`src/rtl/mem_access_pkg.sv`:
```
// Shared encodings for the load/store stage: RISC-V funct3 values, size codes,
// FSM state type and the alignment rule used on accept.
// No ports; imported by mem_access_unit and load_align.
package mem_access_pkg;

  // Load encodings (funct3)
  localparam logic [2:0] F3_LB  = 3'b000;
  localparam logic [2:0] F3_LH  = 3'b001;
  localparam logic [2:0] F3_LW  = 3'b010;
  localparam logic [2:0] F3_LD  = 3'b011;
  localparam logic [2:0] F3_LBU = 3'b100;
  localparam logic [2:0] F3_LHU = 3'b101;
  localparam logic [2:0] F3_LWU = 3'b110;

  // Store encodings (funct3)
  localparam logic [2:0] F3_SB  = 3'b000;
  localparam logic [2:0] F3_SH  = 3'b001;
  localparam logic [2:0] F3_SW  = 3'b010;
  localparam logic [2:0] F3_SD  = 3'b011;

  // Access size, funct3[1:0]
  localparam logic [1:0] SZ_B = 2'b00;
  localparam logic [1:0] SZ_H = 2'b01;
  localparam logic [1:0] SZ_W = 2'b10;
  localparam logic [1:0] SZ_D = 2'b11;

  typedef enum logic [1:0] {
    ST_IDLE = 2'd0,
    ST_REQ  = 2'd1,
    ST_WAIT = 2'd2
  } state_t;

  // True when the access cannot be issued: address not naturally aligned for
  // its size, or a doubleword on a 32-bit datapath.
  function automatic logic misaligned(input logic [1:0] size,
                                      input logic [2:0] low,
                                      input logic       is64);
    logic bad;
    case (size)
      SZ_B:    bad = 1'b0;
      SZ_H:    bad = low[0];
      SZ_W:    bad = |low[1:0];
      default: bad = !is64 || (|low);
    endcase
    return bad;
  endfunction

endpackage

```
`src/rtl/load_align.sv`:
```
// Load lane extraction: picks the addressed byte/half/word/double out of the
// response beat and sign- or zero-extends it to XLEN. Purely combinational.
// Ports: rdata (response beat), offset (byte offset in beat), funct3, data.
module load_align
  import mem_access_pkg::*;
#(
  parameter int XLEN = 32
) (
  input  logic [XLEN-1:0]            rdata,
  input  logic [$clog2(XLEN/8)-1:0]  offset,
  input  logic [2:0]                 funct3,
  output logic [XLEN-1:0]            data
);

  logic [XLEN-1:0] lane;

  // Move the addressed byte lane down to bit 0.
  assign lane = rdata >> {offset, 3'b000};

  // Extension is built at 64 bits and cast down so one expression covers
  // both datapath widths (a 32-bit word needs no extension at XLEN=32).
  always_comb begin
    data = lane;
    case (funct3)
      F3_LB:   data = XLEN'({{56{lane[7]}},  lane[7:0]});
      F3_LH:   data = XLEN'({{48{lane[15]}}, lane[15:0]});
      F3_LW:   data = XLEN'({{32{lane[31]}}, lane[31:0]});
      F3_LBU:  data = XLEN'({56'd0, lane[7:0]});
      F3_LHU:  data = XLEN'({48'd0, lane[15:0]});
      F3_LWU:  data = XLEN'({32'd0, lane[31:0]});
      F3_LD:   data = lane;
      default: data = lane;
    endcase
  end

endmodule

```
`src/rtl/mem_access_unit.sv`:
```
// Memory-access stage: issues one aligned load/store request per operation or
// passes ALU results through; writeback is registered (1 cycle after accept
// for ALU/error, 1 cycle after handshake for stores, 1 cycle after response
// for loads). Backpressure: in_ready only in IDLE; request held until
// mem_req_ready; writeback has no backpressure.
// Ports: in_* operation from execute, mem_req_* / mem_rsp_* memory side,
// wb_* registered writeback, misalign_err one-cycle error pulse.
module mem_access_unit
  import mem_access_pkg::*;
#(
  parameter int XLEN   = 32,
  parameter int ADDR_W = 32
) (
  input  logic                clk,
  input  logic                rst_n,
  input  logic                in_valid,
  output logic                in_ready,
  input  logic [XLEN-1:0]     in_addr,
  input  logic [XLEN-1:0]     in_wdata,
  input  logic [4:0]          in_rd,
  input  logic [2:0]          in_funct3,
  input  logic                in_reg_write,
  input  logic                in_mem_read,
  input  logic                in_mem_write,
  output logic                mem_req_valid,
  input  logic                mem_req_ready,
  output logic                mem_req_we,
  output logic [ADDR_W-1:0]   mem_req_addr,
  output logic [XLEN-1:0]     mem_req_wdata,
  output logic [XLEN/8-1:0]   mem_req_be,
  input  logic                mem_rsp_valid,
  input  logic [XLEN-1:0]     mem_rsp_rdata,
  output logic                wb_valid,
  output logic                wb_reg_write,
  output logic [4:0]          wb_rd,
  output logic [XLEN-1:0]     wb_data,
  output logic                misalign_err
);

  localparam int NB    = XLEN / 8;
  localparam int OFS_W = $clog2(NB);

  state_t          state;
  logic [XLEN-1:0] addr_q;
  logic [XLEN-1:0] wdata_q;
  logic [4:0]      rd_q;
  logic [2:0]      funct3_q;
  logic            reg_write_q;
  logic            we_q;

  logic            accept;
  logic            is_mem;
  logic            bad;
  logic [XLEN-1:0] addr_al;
  logic [NB-1:0]   size_mask;
  logic [XLEN-1:0] load_data;

  assign in_ready = (state == ST_IDLE);
  assign accept   = in_valid & in_ready;
  assign is_mem   = in_mem_read | in_mem_write;
  assign bad      = misaligned(in_funct3[1:0], in_addr[2:0], XLEN == 64);

  // Request fields come only from the latched operation, so they cannot
  // move while the request waits for mem_req_ready.
  assign mem_req_valid = (state == ST_REQ);
  assign mem_req_we    = we_q;
  assign addr_al       = {addr_q[XLEN-1:OFS_W], {OFS_W{1'b0}}};
  assign mem_req_addr  = ADDR_W'(addr_al);
  assign mem_req_be    = size_mask << addr_q[OFS_W-1:0];

  always_comb begin
    size_mask = '1;
    case (funct3_q[1:0])
      SZ_B:    size_mask = NB'(1);
      SZ_H:    size_mask = NB'(3);
      SZ_W:    size_mask = NB'(15);
      default: size_mask = '1;
    endcase
  end

  // Replicate store data into every lane of its size so the byte enables
  // alone pick the destination bytes.
  always_comb begin
    mem_req_wdata = wdata_q;
    case ({1'b0, funct3_q[1:0]})
      F3_SB:   mem_req_wdata = {NB{wdata_q[7:0]}};
      F3_SH:   mem_req_wdata = {(NB/2){wdata_q[15:0]}};
      F3_SW:   mem_req_wdata = {(NB/4){wdata_q[31:0]}};
      F3_SD:   mem_req_wdata = wdata_q;
      default: mem_req_wdata = wdata_q;
    endcase
  end

  load_align #(.XLEN(XLEN)) u_load_align (
    .rdata  (mem_rsp_rdata),
    .offset (addr_q[OFS_W-1:0]),
    .funct3 (funct3_q),
    .data   (load_data)
  );

  always_ff @(posedge clk) begin
    if (!rst_n) begin
      state        <= ST_IDLE;
      wb_valid     <= 1'b0;
      wb_reg_write <= 1'b0;
      wb_rd        <= '0;
      wb_data      <= '0;
      misalign_err <= 1'b0;
      addr_q       <= '0;
      wdata_q      <= '0;
      rd_q         <= '0;
      funct3_q     <= '0;
      reg_write_q  <= 1'b0;
      we_q         <= 1'b0;
    end else begin
      wb_valid     <= 1'b0;
      wb_reg_write <= 1'b0;
      misalign_err <= 1'b0;
      case (state)
        ST_IDLE: begin
          if (accept) begin
            if (!is_mem) begin
              wb_valid     <= 1'b1;
              wb_reg_write <= in_reg_write;
              wb_rd        <= in_rd;
              wb_data      <= in_addr;
            end else if (bad) begin
              wb_valid     <= 1'b1;
              wb_rd        <= in_rd;
              misalign_err <= 1'b1;
            end else begin
              addr_q      <= in_addr;
              wdata_q     <= in_wdata;
              rd_q        <= in_rd;
              funct3_q    <= in_funct3;
              reg_write_q <= in_reg_write;
              we_q        <= in_mem_write;  // both flags set -> store
              state       <= ST_REQ;
            end
          end
        end
        ST_REQ: begin
          if (mem_req_ready) begin
            if (we_q) begin
              wb_valid <= 1'b1;
              wb_rd    <= rd_q;
              state    <= ST_IDLE;
            end else begin
              state <= ST_WAIT;
            end
          end
        end
        ST_WAIT: begin
          if (mem_rsp_valid) begin
            wb_valid     <= 1'b1;
            wb_reg_write <= reg_write_q;
            wb_rd        <= rd_q;
            wb_data      <= load_data;
            state        <= ST_IDLE;
          end
        end
        default: state <= ST_IDLE;
      endcase
    end
  end

endmodule
```
`config.mk`:
```
export PLATFORM = sky130hd
export DESIGN_NAME = mem_access_unit
export DESIGN_NICKNAME = d
export VERILOG_FILES = /design/src/rtl/mem_access_pkg.sv /design/src/rtl/load_align.sv /design/src/rtl/mem_access_unit.sv
export SDC_FILE = /design/constraint.sdc
export NUM_CORES = 1
export LEC_CHECK = 0
export CAP_MARGIN = 20
export CORE_MARGIN = 5
export CORE_UTILIZATION = 40
export CTS_CLUSTER_DIAMETER = 150
export DETAILED_ROUTE_END_ITERATION = 8
export PLACE_DENSITY_LB_ADDON = 0.2
export SLEW_MARGIN = 40
export SYNTH_ARGS = -nofsm -noshare
export SYNTH_HDL_FRONTEND = slang
export SYNTH_SLANG_ARGS = --single-unit
```
`constraint.sdc`:
```
create_clock -name clk -period 2.07 [get_ports clk]
set_input_delay 0.207 -clock clk [delete_from_list [all_inputs] [get_ports clk]]
set_output_delay 0.207 -clock clk [all_outputs]
set_load 0.005 [all_outputs]
```
==> Word-level counts from Yosys, hierarchy flattened <==
Cells that the tools add are included.
{ "classes": {"mul": 0, "bitwise": 3, "n_shift": 2, "reduce_logical": 13, "n_mux": 33, "magnitude_cmp": 0, "n_div": 0, "addsub": 0, "eq_ne": 18} }
{ "op_table": {"columns": ["op", "count"], "rows": [
  ["32-bit one-hot mux with 4 select lines", 1],
  ["32-bit 2-to-1 mux", 3],
  ["32-bit one-hot mux with 3 select lines", 1],
  ["32-bit one-hot mux with 2 select lines", 1],
  ["32-bit by 5-bit right shift with 32-bit output", 1],
  ["5-bit 2-to-1 mux", 6],
  ["5-bit one-hot mux with 3 select lines", 1],
  ["2-bit 2-to-1 mux", 6],
  ["4-bit AND reduction", 3],
  ["1-bit 2-to-1 mux", 9],
  ["2-bit == test (second input constant)", 4],
  ["2-bit by 1-bit != test with 1-bit output (second input constant)", 4],
  ["4-bit one-hot mux with 2 select lines", 1],
  ["2-bit by 1-bit == test with 1-bit output (second input constant)", 3],
  ["3-bit == test (second input constant)", 2],
  ["2-bit zero test", 3],
  ["2-bit != test (second input constant)", 3],
  ["1-bit one-hot mux with 3 select lines", 2],
  ["2-bit one-hot mux with 3 select lines", 1],
  ["6-bit AND reduction", 1],
  ["5-bit AND reduction", 1],
  ["2-bit OR reduction", 2],
  ["4-bit by 2-bit left shift with 4-bit output", 1],
  ["3-bit by 1-bit == test with 1-bit output (second input constant)", 1],
  ["other kinds (8)", 8]
]} }
{ "totals": {"memories": 0, "mem_bits_rw": 0, "romBits": 0, "inputBits": 112, "latchBits": 0, "register_bits": 116} }

==> Logic depth before layout (Yosys ltp) <==
Gate-level depths: netlist (run 1).
{ "depth": {"word_depth": 6, "ltp_mapped": 9} }

==> Modules after synthesis <==
From an unflattened synthesis (run 1), not the netlist that was laid out.
{ "hier_totals": {"cells_unflattened": 741, "hier_area_um2": 6144.6} }
{ "modules_own_cells": {"columns": ["mod", "area_per_inst_um2", "n_inst", "cells_each"], "rows": [
  ["mem_access_unit", 5450.2, 1, 634],
  ["load_align", 694.4, 1, 107]
]} }

==> Worst setup path before layout (run 1) <==
OpenSTA, ideal clock, no wires.
{ "synth_timing": {"kind": "register -> register", "from": "register state[0]", "to": "register wb_data[30]", "stages_incl_launch_ff": 8, "t_arrival_ns": 1.873, "slack_ns": 0.112, "synth_period_minus_slack_ns": 1.958, "path_cell_list": "dfxtp_1 > inv_1 > ha_1 > and2_0 > a222oi_1 > buf_2 > a221oi_1 > o31ai_2"} }
{ "synth_between": {"elab_chain_cells": 4, "word_cells_on_any_way": 9, "cone_classes": "4 x eq/ne; 1 x mux; 1 x bitwise; 3 x reduce/logical"} }
{ "synth_rtl": {"columns": ["element", "line", "source"], "rows": [
  ["from (decl)", "mem_access_unit.sv:43", "state_t state;"],
  ["from (signal assigned)", "mem_access_unit.sv:103", "state <= ST_IDLE;"],
  ["from (signal assigned)", "mem_access_unit.sv:138", "state <= ST_REQ;"],
  ["from (signal assigned)", "mem_access_unit.sv:147", "state <= ST_IDLE;"],
  ["2-bit zero test", "mem_access_unit.sv:58, mem_access_unit.sv:119", null],
  ["1-bit bitwise AND", "mem_access_unit.sv:59", "assign accept = in_valid & in_ready;"],
  ["2-bit by 1-bit != test with 1-bit output (no line)", null, null],
  ["4-bit AND reduction (no line)", null, null],
  ["to (signal assigned)", "mem_access_unit.sv:126", "wb_data <= in_addr;"],
  ["to (signal assigned)", "mem_access_unit.sv:158", "wb_data <= load_data;"],
  ["to (decl)", "mem_access_unit.sv:36", "output logic [XLEN-1:0] wb_data,"]
]} }
Several ways; a longest one is shown, not always the timed one.
A chain may end at the register's enable or synchronous reset.

==> Worst setup path after layout (run 1) <==
{ "layout_timing": {"from": "register funct3_q[1]", "to": "output mem_req_wdata[17]"} }
{ "layout_between": {"elab_chain_cells": 3, "word_cells_on_any_way": 6, "cone_classes": "3 x eq/ne; 1 x mux; 2 x reduce/logical"} }
{ "layout_rtl": {"columns": ["element", "line", "source"], "rows": [
  ["from (decl)", "mem_access_unit.sv:47", "logic [2:0] funct3_q;"],
  ["from (signal assigned)", "mem_access_unit.sv:135", "funct3_q <= in_funct3;"],
  ["2-bit == test", "mem_access_unit.sv:85", "case ({1'b0, funct3_q[1:0]})"],
  ["2-bit OR reduction (no line)", null, null],
  ["32-bit one-hot mux with 3 select lines (*)", "mem_access_unit.sv:85", null],
  ["to (decl)", "mem_access_unit.sv:29", "output logic [XLEN-1:0] mem_req_wdata,"]
]} }
Every way passes the cells marked *; elsewhere a longest branch is shown, timed or not. The select of a mux whose other input is x is not followed.

==> results of run 1 <==
## placed cells by master (no fill, tap or decap), drive strengths merged, types with 6 or more instances in the layout
cell           count
clkbuf            20
a211oi             9
mux2              22
a21oi             19
inv               12
dfxtp            116
o21ai             94
a221oi             8
o32ai              7
mux2i             52
clkdlybuf4s50    217
buf               34
nand3             94
clkinv             6
o2bb2ai            7
nand2             96
o31ai             17
nor2              36
## flip-flops by register name, summed over array words and instances (netlist names)
register,cells
addr_q,32
wb_data,32
wdata_q,32
rd_q,5
wb_rd,5
funct3_q,3
state,2
mem_req_we,1
misalign_err,1
reg_write_q,1
wb_reg_write,1
wb_valid,1
## per-stage QoR
step / setup WS (ps) / hold slack (ps) / cells / setup TNS, ps / instance area [um^2]
global placement: 149 / 450 / 1058 / 0 / 8040
CTS: -2.85 / 166 / 1095 / -5.24 / 8710
detailed placement: 25.9 / 452 / 1058 / 0 / 8040
global route: 5.22 / 178 / 1095 / 0 / 8730
floorplan: 112 / 347 / 729 / 0 / 5890
finish: 49.8 / 171 / 1095 / 0 / 8730
## power groups by stage
stage                     clock network, mW  logic [mW]  registers, mW
final                                  2.99        1.35           2.51
after global routing                   3.17        1.47           2.53
after CTS                              3.05        1.36           2.51
after detailed placement                  0        1.33           2.55
after global placement                    0        1.31           2.55
after floorplan                           0       0.623           2.53
## routing by layer
layer  up-vias  share of wire, %  GRT usage (%)
met5         -                 0              0
met4         0               2.7           8.17
met3        35               5.9           5.62
met2       219                48           34.2
met1      2660                44           26.8
li1       2879                 -              -
## timing repair
| action | in CTS | in global routing |
|---|---|---|
| pin swaps | 2 | 6 |
| cloned | 2 | 0 |
| hold buffers | 0 | 0 |
| buffers inserted | 3 | 0 |
| setup endpoints to repair | 20 | 29 |
| resized for setup | 10 | 10 |
## how the worst min path moves through the flow
stage	from	end	slack, ps	cells past startpoint
6_report	rst_n	wb_data[1]$_SDFFE_PN0P_	170	3
4_1_cts	rst_n	wb_data[1]$_SDFFE_PN0P_	170	3
3_3_place_gp	rd_q[4]$_SDFFE_PN0P_	rd_q[4]$_SDFFE_PN0P_	450	2
3_5_place_dp	wb_data[21]$_SDFFE_PN0P_	wb_data[21]$_SDFFE_PN0P_	450	2
5_1_grt	rst_n	wb_data[7]$_SDFFE_PN0P_	180	2
2_1_floorplan	in_addr[0]	addr_q[0]$_SDFFE_PN0P_	350	2
## synthesized netlist by cell type (2+ instances only)
library cell    n
buf_1          13
nor2b_1         2
nor2_1         36
o2bb2ai_1       7
o211ai_1        2
mux2_2         22
buf_4          42
inv_1          12
nand2b_1        3
a211oi_1        9
a21oi_1        19
o21ai_0        92
o31ai_1        16
or2_2           2
a221oi_1        8
nand3_1        94
nand2_1        96
a21boi_0        2
nor3_1          2
buf_2           9
o21ai_1         2
ha_1            4
nor3b_1         3
mux2i_1        52
clkbuf_1       41
dfxtp_1       116
nand3b_1        2
o32ai_1         7
## layout make-up
| cell class | count | area [um^2] |
|---|---|---|
| clock buffers | 19 | 453 |
| clock inverters | 13 | 158 |
| fillers | 1246 | 5750 |
| inverters | 12 | 45.0 |
| multi-input cells | 497 | 3010 |
| flip-flops and latches | 116 | 2330 |
| well taps | 184 | 230 |
| repair buffers | 254 | 2500 |
## tightest hold or removal path, stage by stage
cell and delay [ps]:
buf_6 180, o21ai_0 100, a21oi_1 40
## cells by family after synthesis
family / share of synthesized area [%]
AO/OA/AOI/OAI: 18.0
multiplexers: 13.1
buffers and inverters: 10.3
AND/OR/NAND/NOR: 18.3
other: 0.0637
flip-flops: 39.5
adder cells (fa/ha/maj): 0.850
==> metrics, run 1 <==
Seq pwr share=36.6%; area grow syn2layout=48.3%; Cells after Synth=728; Layout Skew=about 6.5 ps; Final setup viols=0; CP peak stage delay=490 ps; layout cells sized above 1=11.2%; Detailed Routing Iterations Pass 1=5; Worst Max-Slew Pin Slew=571 ps; 1st-iter DRT viols=363; clock tree sinks=116; crit path DAT=1810 ps; H-tree levels=4; Worst Setup SP=funct3_q[1]$_SDFFE_PN0P_; RSZ-0062 raised after global routing=false; Post-Route WL=~19000 um; Main synth FF type=dfxtp_1; R2R Path End=wb_data[28]$_SDFFE_PN0P_; initial antenna violation count=0; largest net degree at the start of global routing=89; end of the critical path=mem_req_wdata[17]; combinational fraction of design power=19.7%; Sw Share=25.7%; Hold Fails Final Rpt=0; CTS Buf Count=17; gpl congestion=0.905; Crit Path Max Fanout=27; first-pass GRT wire length=29700 um; DIE HEIGHT=131 um; critical path class=reg -> out; slowest cell on the critical path=clkdlybuf4s50_1; Rows=44; clock-pin slew on the worst setup and hold paths=50 ps; Worst VDD drop=0.537 mV; drt via density=5.29; I/O Buffers=220; core box area=14500 um^2; crit-path cells=buf_12 > mux2_2 > clkdlybuf4s50_1; fin crit share=97.6%; drc violations=0; diode count=0; initial core utilization=40.6%; YS warnings=0; DIE AREA=17200 um^2; P per Cell Area=786 nW/um^2; Synth Register Bits=116; Slew HR=61.9%; CP Launch Type=flop; unique cell type count in the Yosys netlist=41; top cells by area, synth=dfxtp_1, mux2i_1, nand3_1; Post-synth EDFFs=0; Critical Path Sink Type=output pin; Seq/Total Area, Yosys=39.5%; Vias=5793; Die W=131 um; Tmin final=between 2000 and 2500 ps; top cell family by delay on the critical path=buffers and inverters; Leak=roughly 3.2 nW; Clock Tree Root=clkbuf_16; clk buf depth=2; WP data required=1860 ps; final core occ=60.3%; r2r worst-path depth=8; Synth top area share=39.5%; CP Depth=3; max-slew violations=0; total power=around 7 mW; Clock power frac=43.6%; Synth async-reset ratio=0%; f_max=495 MHz; TritonCTS clock tree=yes; DP Wirelength=between 10000 and 15000 um; Total GRT Usage=a little over a fifth; wire per inst=17.3 um; number of global-route vias before repair=~5500; maxcap violations=0; Cell Area, Synth=~5900 um^2; layout net count=around 1000; Yosys top cell by area=dfxtp_1; Internal=5.10 mW; P_sw=1.76 mW; Clk Latency, worst-skew pair=410 ps; Post-DRT Antenna Nets=0; HP Class=in -> reg; Syn Area/Cell=between 8 and 9 um^2; worst reg2reg setup slack=140 ps; r2r startpoint=state[0]$_SDFFE_PN0P_; crit path buf inv count=2; Ports=223; status=finished clean; GRT overflow=0
Power figures use the tool's default switching activity.
==> run 2: changes to the inputs <==
--- a/config.mk
+++ b/config.mk
@@ -6,7 +6,7 @@
 export NUM_CORES = 1
 export LEC_CHECK = 0
 export CAP_MARGIN = 20
-export CORE_MARGIN = 5
+export CORE_MARGIN = 10
 export CORE_UTILIZATION = 40
 export CTS_CLUSTER_DIAMETER = 150
 export DETAILED_ROUTE_END_ITERATION = 8
==> run 2 against run 1 <==
Fmax is 0.49% lower. Count of clock-buffer cells in the layout is 2 higher. Register-to-register slack hardly changed. Clock power is 2% higher. Non-clock buffer count is 5 lower. Highest routed layer unchanged. Global-route usage is 2.2 points lower. Sequential cell count stayed put. Setup slack worse by 10 ps.
==> metrics, run 2 (same netlist as run 1, synthesis figures left out) <==
status=finished clean; gpl congestion=0.867; HP Class=in -> reg; f_max=493 MHz; drc violations=0; fin crit share=98.1%; worst reg2reg setup slack=approximately 140 ps; Filler Cell Count=1281; Leak=3.21 nW; total power=6.92 mW; 1st-iter DRT viols=between 300 and 400; Post-Route WL=19900 um; Clk Latency, worst-skew pair=410 ps; layout net count=1009; Rows=44; initial core utilization=about two fifths; Final setup viols=0; registers with the most flip-flops=addr_q x32, wb_data x32, wdata_q x32; critical path class=reg -> out; Die W=141 um; Hold Fails Final Rpt=0; clock-pin slew on the worst setup and hold paths=60 ps; clk buf depth=2; wire per inst=18.3 um; DIE HEIGHT=~140 um; CP Launch Type=flop; max-slew violations=0; Total GRT Usage=18.9%; Detailed Routing Iterations Pass 1=5; setup tns final=0 ps; Layout Skew=8.23 ps; commonest non-fill, non-tap cell in the layout=clkdlybuf4s50_1; Worst VDD drop=0.486 mV; first-pass GRT wire length=30400 um; number of global-route vias before repair=5479; GRT overflow=0; DIE AREA=roughly 20000 um^2; Clock Tree Root=clkbuf_16; Vias=about 5700; diode count=0; largest net degree at the start of global routing=83; CTS Buf Count=17; H-tree levels=4; area grow syn2layout=48.5%; Crit Path Max Fanout=5; WP data required=1860 ps; Worst Max-Slew Pin Slew=542 ps; P per Cell Area=slightly below 800 nW/um^2; crit path DAT=1820 ps; Critical Path Sink Type=output pin; initial antenna violation count=0; I/O Buffers=220; clock tree sinks=between 100 and 150; drt via density=5.26; layout cells sized above 1=10.9%; TritonCTS clock tree=yes; most frequent cells in the layout=clkdlybuf4s50_1, dfxtp_1, nand2_1; DP Wirelength=15200 um; Slew HR=63.6%; Ports=around 220; Post-DRT Antenna Nets=0; Tmin final=between 2000 and 2500 ps; post-route setup slack=39.8 ps; pre-CTS setup slack=-36.6 ps; core box area=14500 um^2; maxcap violations=0; hold slack=256 ps
-- run 2: layout make-up --
cell class / instances / area [um^2] / area share [%]
multi-input cells: 497 / 3020 / 34.5
repair buffers: 249 / 2500 / 28.6
flip-flops and latches: 116 / 2330 / 26.7
clock buffers: 21 / 470 / 5.38
well taps: 184 / 230 / 2.63
clock inverters: 11 / 150 / 1.72
inverters: 12 / 45.0 / 0.515
-- run 2: timing repair --
item,4_1_cts,5_1_grt
buffers inserted,2,0
endpoints found under the setup margin,31,46
hold buffers,0,0
resized for setup,6,19
pin swaps,2,5
gates cloned,1,1
-- run 2: stage by stage --
step / utilization [%] / cells / cell area (um^2)
finish: 60.4 / 1090 / 8740
global route: 60.4 / 1090 / 8740
CTS: 60.0 / 1089 / 8690
detailed placement: 55.5 / 1054 / 8030
global placement: 55.5 / 1054 / 8030
floorplan: - / 729 / 5890
-- run 2: critical path: stages (launching register included) --
cell and delay, ps:
dfxtp_2 350, or2_4 300, mux2_2 230, clkdlybuf4s50_1 530
-- run 2: where the power goes --
part           switching [mW]  total [mW]  internal, mW
clock network            1.06        3.05          1.99
registers               0.109        2.51          2.40
logic                   0.614        1.36         0.749
-- run 2: final timing paths --
path | start | endpoint | cells past startpoint
worst min-delay path | rst_n | state[0]$_SDFFE_PN0P_ | 2
worst max register to register | state[0]$_SDFFE_PN0P_ | wb_data[19]$_SDFFE_PN0P_ | 8
worst max-delay path | funct3_q[0]$_SDFFE_PN0P_ | mem_req_wdata[9] | 3
worst min register to register | wb_data[22]$_SDFFE_PN0P_ | wb_data[22]$_SDFFE_PN0P_ | 2
-- run 2: layer usage --
| metal | track usage (%) | up-vias | share of wire (%) |
|---|---|---|---|
| met5 | 0 | - | 0 |
| met4 | 5.54 | 0 | 1.9 |
| met3 | 5.41 | 27 | 5.6 |
| met2 | 30.7 | 158 | 49 |
| met1 | 23.6 | 2688 | 44 |
| li1 | - | 2865 | - |
